--- config.mk ---
export PLATFORM = sky130hd
export DESIGN_NAME = uart_rx_ctrl
export DESIGN_NICKNAME = d
export VERILOG_FILES = /design/src/rtl/uart_rx_ctrl.sv
export SDC_FILE = /design/constraint.sdc
export NUM_CORES = 1
export LEC_CHECK = 0
export ABC_AREA = 1
export BUFFER_PORTS_ARGS = -buffer_cell sky130_fd_sc_hd__buf_2
export CAP_MARGIN = 30
export CELL_PAD_IN_SITES_DETAIL_PLACEMENT = 0
export CELL_PAD_IN_SITES_GLOBAL_PLACEMENT = 1
export CORE_ASPECT_RATIO = 0.8
export CORE_MARGIN = 1.5
export CORE_UTILIZATION = 38
export CTS_CLUSTER_DIAMETER = 50
export DETAILED_ROUTE_END_ITERATION = 10
export PLACE_DENSITY = 0.75
export SKIP_LAST_GASP = 1
export SYNTH_ARGS = -nofsm -noshare
export SYNTH_HDL_FRONTEND = slang
export SYNTH_SLANG_ARGS = --single-unit
--- constraint.sdc ---
create_clock -name CLK -period 1.8 [get_ports CLK]
set_clock_uncertainty 0.2 [all_clocks]
set_input_delay 0.09 -clock CLK [delete_from_list [all_inputs] [get_ports CLK]]
set_output_delay 0.09 -clock CLK [all_outputs]
set_load 0.1 [all_outputs]
--- src/rtl/uart_rx_ctrl.sv ---
// UART receive frame controller: start detection, LSB-first deserialisation,
// optional parity and stop-bit checks around an external 3-tap data sampler.
module uart_rx_ctrl #(
  parameter int unsigned PRESCALE_BITS = 6,
  parameter int unsigned DATA_WIDTH    = 8
) (
  input  logic                     CLK,
  input  logic                     RST,
  input  logic                     RX_IN,
  input  logic [PRESCALE_BITS-1:0] Prescale,
  input  logic                     PAR_EN,
  input  logic                     PAR_TYP,
  input  logic                     sampled_bit,
  output logic [PRESCALE_BITS-1:0] edge_cnt,
  output logic                     data_samp_en,
  output logic [DATA_WIDTH-1:0]    P_DATA,
  output logic                     data_valid,
  output logic                     par_err,
  output logic                     stp_err
);

  localparam int unsigned CNT_W = $clog2(DATA_WIDTH + 1);

  typedef enum logic [2:0] {IDLE, START, DATA, PARITY, STOP} state_t;

  state_t                   state;
  logic [PRESCALE_BITS-1:0] p_lat;
  logic                     par_en_lat;
  logic                     par_typ_lat;
  logic                     perr;
  logic [DATA_WIDTH-1:0]    shift;
  logic [CNT_W-1:0]         bit_cnt;
  logic                     tick;
  logic                     cfg_ok;
  logic                     exp_par;

  assign cfg_ok       = (Prescale == PRESCALE_BITS'(8))  ||
                        (Prescale == PRESCALE_BITS'(16)) ||
                        (Prescale == PRESCALE_BITS'(32));
  assign tick         = (edge_cnt == p_lat - 1'b1);
  assign data_samp_en = (state != IDLE);
  assign exp_par      = par_typ_lat ? ~^shift : ^shift;

  always_ff @(posedge CLK or negedge RST) begin
    if (!RST) begin
      state       <= IDLE;
      edge_cnt    <= '0;
      p_lat       <= '0;
      par_en_lat  <= 1'b0;
      par_typ_lat <= 1'b0;
      perr        <= 1'b0;
      shift       <= '0;
      bit_cnt     <= '0;
      P_DATA      <= '0;
      data_valid  <= 1'b0;
      par_err     <= 1'b0;
      stp_err     <= 1'b0;
    end else begin
      data_valid <= 1'b0;
      par_err    <= 1'b0;
      stp_err    <= 1'b0;

      // Entering START leaves edge_cnt at 0, so the first START cycle is phase 0.
      if (state == IDLE || tick) edge_cnt <= '0;
      else                       edge_cnt <= edge_cnt + 1'b1;

      case (state)
        IDLE: begin
          if (!RX_IN && cfg_ok) begin
            p_lat       <= Prescale;
            par_en_lat  <= PAR_EN;
            par_typ_lat <= PAR_TYP;
            perr        <= 1'b0;
            bit_cnt     <= '0;
            state       <= START;
          end
        end
        START: begin
          if (tick) begin
            if (sampled_bit) begin
              state <= IDLE;
            end else begin
              bit_cnt <= '0;
              state   <= DATA;
            end
          end
        end
        DATA: begin
          if (tick) begin
            shift   <= {sampled_bit, shift[DATA_WIDTH-1:1]};
            bit_cnt <= bit_cnt + 1'b1;
            if (bit_cnt == CNT_W'(DATA_WIDTH - 1))
              state <= par_en_lat ? PARITY : STOP;
          end
        end
        PARITY: begin
          if (tick) begin
            perr  <= (sampled_bit != exp_par);
            state <= STOP;
          end
        end
        STOP: begin
          if (tick) begin
            stp_err <= ~sampled_bit;
            par_err <= perr & par_en_lat;
            if (sampled_bit && !(perr && par_en_lat)) begin
              P_DATA     <= shift;
              data_valid <= 1'b1;
            end
            state <= IDLE;
          end
        end
        default: state <= IDLE;
      endcase
    end
  end

endmodule

==> reports/results.tsv, run 1 <==
metric	value	unit
DRC	0	
largest net degree at the start of global routing	42	
n_diodes	0	
Tot GR Track Use	16.3	%
Least-Margin Pin Slew	0.515	ns
drt first pass iters	4	
sw frac	45.1	%
Worst-Skew Late Latency	0.29	ns
min-delay worst type	in -> reg	
combinational fraction of design power	48.5	%
endpoints failing setup	31	
Seq pwr share	34.3	%
DP Area	2670	um^2
area occupied by multi-input gates	1160	um^2
largest area contributor in the netlist	dfrtp_1	
leakage	1.46	nW
Synth Cell Area	2230	um^2
Post-synth EDFFs	0	
DP Cell Count	392	
DRT Wirelength	4.67	mm
YS warnings	0	
cell-internal power	1.89	mW
Reg clk slew, reported paths	0.09	ns
pwr dens	1170	nW/um^2
status	finished with violations	
fin crit period	1.98	ns
CTS Buffer Depth	2	
Mean Syn Cell Area	8.31	um^2
most frequent cell after synthesis	nand2_1	
die area	6330	um^2
final hold violations	0	
total of max-cap violations	0	
predominant post-synthesis flop cell	dfrtp_1	
CTS tree	done	
worst path cell trace	inv_2 > ha_4 > inv_1 > nand2_1 > nand3b_1 > nand2_1 > nand2_2 > nor2_4 > nand3_4 > inv_6 > nand3_4 > nand2_2 > o21ai_2	
largest fanout on the critical path	8	
CTS buffer count	5	
port buffer count	29	
core area	5560	um^2
syn nets	283	
via count	1864	
Clock Power Share	17.2	%
Max Slew Vio Count	0	
vias in the first global route	1753	
Critical Path RT	1.78	ns
initial antenna violation count	0	
NetSw	1.56	mW
post-route total power	3.45	mW
final setup TNS	-3.25	ns
fin crit share	110	%
Die Span Y	71.5	um
Rows	24	
initial core utilization	40.1	%
Async SR Flop Fraction	100	%
post-synthesis sequential area ratio	46.1	%
# H-tree levels	2	
synth cell count leaders	nand2_1, dfrtp_1, inv_1	
initial drt markers	102	
pre-CTS WS	-0.247	ns
vias per std cell	4.55	
layout cells sized above 1	37.3	%
grt total ovfl	0	
routed len/inst	11.4	um
hold_ws	0.0623	ns
Clock Tree Root	clkbuf_8	
final core occ	53.0	%
WP data arrival	1.96	ns
Final Worst Setup Slack	-0.183	ns
Final Wtd Congestion	0.793	
final instance area	2950	um^2
DPL Wire Length	3.31	mm
Worst Path Class, Setup	reg -> reg	
max frequency	0.504	GHz
VDD IR-drop max	0.824	mV
# fillers	514	
RSZ-0062 raised after global routing	yes	
register area	1050	um^2
Finished Layout Cells	410	
post-synth top area share	46.1	%
area grow syn2layout	32.4	%
post-route ant nets	0	
cells after synthesis	268	
Sinks on Clock Net	41	
nets	346	
crit start category	register	
Largest stage delay, worst path	0.39	ns
Synth Register Bits	41	
failing checks	negative setup slack	
leading post-synthesis cells by cell area	dfrtp_1, nand2_1, inv_1	
die width	88.6	um
Setup crit end kind	register	
number of I/O pins	30	
Crit-path slowest cell	dfrtp_1	
first-pass GRT wire length	7.92	mm
synth unique cells	30	
Worst slew margin	65.3	%
## timing repair
item                       in CTS  in global routing
setup endpoints to repair      31                 34
gates resized for setup         4                 22
hold buffers                    7                  0
hold endpoints to repair       48                  0
buffers inserted                0                  2
pin swaps                       0                 10
gates cloned                    1                  0
## layer usage
layer,wire [um],vias up,track usage (%),share of wire (%)
met5,0,-,0,0
met4,25,0,3.82,0.53
met3,93,2,3.69,2.0
met2,2130,15,24.9,45
met1,2430,874,23.6,52
li1,-,973,-,-
## worst max-delay path: cells and delay by family (launching register included)
family / cells / cell delay [ns]
AO/OA/AOI/OAI: 1 / 0.05
adder cells (fa/ha/maj): 1 / 0.14
buffers and inverters: 3 / 0.27
flip-flops: 1 / 0.39
AND/OR/NAND/NOR: 8 / 0.82
## cell usage in the layout, fill, tap and decap left out, types with 4 or more instances in the layout
cell / instances
nand2_1: 64
dfrtp_1: 35
inv_1: 33
buf_2: 29
nor2_1: 21
buf_4: 20
o21ai_2: 16
nand2_2: 11
nand3_1: 9
a21oi_1: 8
xor2_1: 7
dlygate4sd3_1: 7
inv_2: 6
nand4_1: 6
xnor2_1: 6
o21ai_0: 5
clkbuf_8: 5
dfrtp_4: 5
nor2_2: 4
nand3_4: 4
## power by group through the flow
stage / logic [mW] / clock network [mW] / registers [mW]
after detailed placement: 1.50 / 0 / 1.20
final: 1.67 / 0.593 / 1.18
after global placement: 1.50 / 0 / 1.20
after CTS: 1.54 / 0.624 / 1.18
after floorplan: 0.842 / 0 / 1.42
after global routing: 1.85 / 0.663 / 1.21
## flip-flops by register name, indices dropped and copies added (netlist names)
name,cells
p_lat,6
edge_cnt,6
shift,8
data_valid,1
perr,1
par_en_lat,1
stp_err,1
bit_cnt,4
P_DATA,8
par_typ_lat,1
state,3
par_err,1
## layout make-up
| type | count | share of cell area (%) |
|---|---|---|
| well taps | 78 | 3.31 |
| inverters | 40 | 5.27 |
| flip-flops and latches | 41 | 35.5 |
| multi-input cells | 185 | 39.2 |
| repair buffers | 58 | 13.8 |
| clock buffers | 5 | 2.34 |
| clock inverters | 3 | 0.594 |
## path summary, 6_finish.rpt
kind	from	end	slack, ns	depth (start not counted)
max reg2reg	p_lat[0]	P_DATA[4]	-0.18	13
max in group asynchronous	RST	edge_cnt[1]	1.06	3
min in group asynchronous	RST	P_DATA[5]	0.11	3
min reg2reg	P_DATA[5]	P_DATA[5]	0.29	2
min	RX_IN	p_lat[5]	0.06	4
max	p_lat[0]	P_DATA[4]	-0.18	13
## cell families (layout without fill, tap and decap cells)
logic type | Yosys count | in the layout | share of synthesized area (%)
and+or+nand+nor | 134 | 135 | 28.3
buffers and inverters | 43 | 106 | 8.09
DFF | 41 | 41 | 46.1
AOI/OAI and AO/OA | 32 | 32 | 9.72
xor gates and xnor gates | 13 | 13 | 5.12
adders and majority gates | 3 | 3 | 1.69
muxes | 2 | 2 | 1.01
Note: power is estimated with default switching activity, not from simulation.
==> run 2: changes to the inputs <==
BUFFER_PORTS_ARGS = -buffer_cell sky130_fd_sc_hd__clkbuf_2   (was -buffer_cell sky130_fd_sc_hd__buf_2)
==> reports/results.tsv, run 2 (synthesized netlist as in run 1, its figures left out) <==
metric	value	unit
fin crit share	112	%
pwr dens	1140	nW/um^2
min-delay worst type	in -> async	
port buffer count	29	
VDD IR-drop max	0.601	mV
Tot GR Track Use	17.8	%
layout cells sized above 1	40.8	%
Largest regs	P_DATA (8), shift (8)	
leakage	1.50	nW
Die Span Y	71.5	um
via count	1880	
Clock Tree Root	clkbuf_8	
Final Worst Setup Slack	-0.216	ns
die area	6330	um^2
failing checks	negative setup slack	
initial core utilization	40.1	%
post-route ant nets	0	
# H-tree levels	2	
most frequent cells in the layout	nand2_1, dfrtp_1, inv_1	
CTS buffer count	5	
Least-Margin Pin Slew	0.581	ns
status	finished with violations	
commonest non-fill, non-tap cell in the layout	nand2_1	
Sinks on Clock Net	41	
# fillers	517	
Worst slew margin	60.9	%
initial drt markers	84	
DP Cell Count	393	
post-route total power	3.47	mW
Final Wtd Congestion	0.813	
DPL Wire Length	3.43	mm
pre-CTS WS	-0.272	ns
die width	88.6	um
Setup crit end kind	register	
CTS tree	done	
first-pass GRT wire length	8.54	mm
fin crit period	2.02	ns
vias per std cell	4.54	
core area	5560	um^2
area grow syn2layout	36.9	%
DRT Wirelength	4.93	mm
grt total ovfl	0	
number of I/O pins	30	
vias in the first global route	1793	
Finished Layout Cells	414	
largest fanout on the critical path	8	
final hold violations	0	
CTS Buffer Depth	2	
Critical Path RT	1.79	ns
n_diodes	0	
R2R Setup Slk	-0.22	ns
Worst Path Class, Setup	reg -> reg	
total of max-cap violations	0	
Reg clk slew, reported paths	0.09	ns
Max Slew Vio Count	0	
endpoints failing setup	33	
max frequency	0.496	GHz
DRC	0	
drt first pass iters	4	
initial antenna violation count	0	
nets	350	
RSZ-0062 raised after global routing	yes	
largest net degree at the start of global routing	30	
WP data arrival	2.01	ns
Worst-Skew Late Latency	0.30	ns
routed len/inst	11.9	um
crit start category	register	
Rows	24	
-- run 2: cell types whose count changed in the layout (fill, tap and decap cells not counted), moves of 2 or more --
cell and delta:
nand2_4 +4, nand2_2 +5, nor2_2 +2, buf_2 -29, clkbuf_2 +28, nand2_1 -9
buf_4 +2
-- run 2: what timing repair did --
action	4_1_cts	5_1_grt
hold buffers	7	0
resized for setup	29	11
hold endpoints to repair	48	0
setup buffers	3	1
pin swaps	11	6
gates cloned	2	0
endpoints found under the setup margin	32	33
-- run 2: power by group --
part,total (mW),switching (mW),internal [mW]
Sequential,1.18,0.118,1.06
Combinational,1.63,1.11,0.527
Clock,0.654,0.343,0.311
Total,3.47,1.57,1.90
-- run 2: worst paths after layout --
path,to,cells past startpoint,from
worst max-delay path,P_DATA[7],13,p_lat[0]
worst min-delay path,shift[4],2,RST
worst min register to register,P_DATA[5],2,P_DATA[5]
max in group asynchronous,edge_cnt[5],3,RST
min in group CLK,p_lat[5],4,RX_IN
worst max register to register,P_DATA[7],13,p_lat[0]
-- run 2: critical path, cell delays in order, from the launching register on --
cell and delay [ns]:
dfrtp_1 0.37, inv_2 0.06, ha_4 0.26, inv_2 0.03, nand2_1 0.04, nand2_1 0.05
nor2_2 0.09, nand2_2 0.07, nor2_4 0.10, nand3_4 0.16, inv_8 0.13, nand3_4 0.16
nand2_2 0.13, o21ai_2 0.05
-- run 2: layout make-up --
| cell class | count | area (um^2) | share of cell area, % |
|---|---|---|---|
| timing repair buffer | 61 | 447 | 14.7 |
| tap | 78 | 97.6 | 3.20 |
| multi-input combinational | 186 | 1200 | 39.5 |
| inverter | 40 | 158 | 5.17 |
| sequential | 41 | 1050 | 34.3 |
| clock buffer | 6 | 82.6 | 2.71 |
| clock inverter | 2 | 13.8 | 0.452 |
-- run 2: metal layers --
layer / routed length (um) / vias up / GRT usage, %
li1: - / 984 / -
met1: 2540 / 866 / 26.8
met2: 2180 / 23 / 25.4
met3: 136 / 7 / 3.46
met4: 78 / 0 / 6.25
met5: 0 / - / 0
-- run 2: per-stage QoR --
step / cell area (um^2) / util [%] / hold WS (ns) / TNS (ns)
final: 3050 / 54.8 / 0.0288 / -5.54
after global placement: 2660 / 48.0 / -0.179 / -3.57
after floorplan: 2280 / - / -0.406 / -2.09
after detailed placement: 2660 / 48.0 / -0.183 / -5.37
after CTS: 2990 / 53.9 / 0.0246 / -5.13
after global routing: 3050 / 54.8 / 0.0700 / -10.61
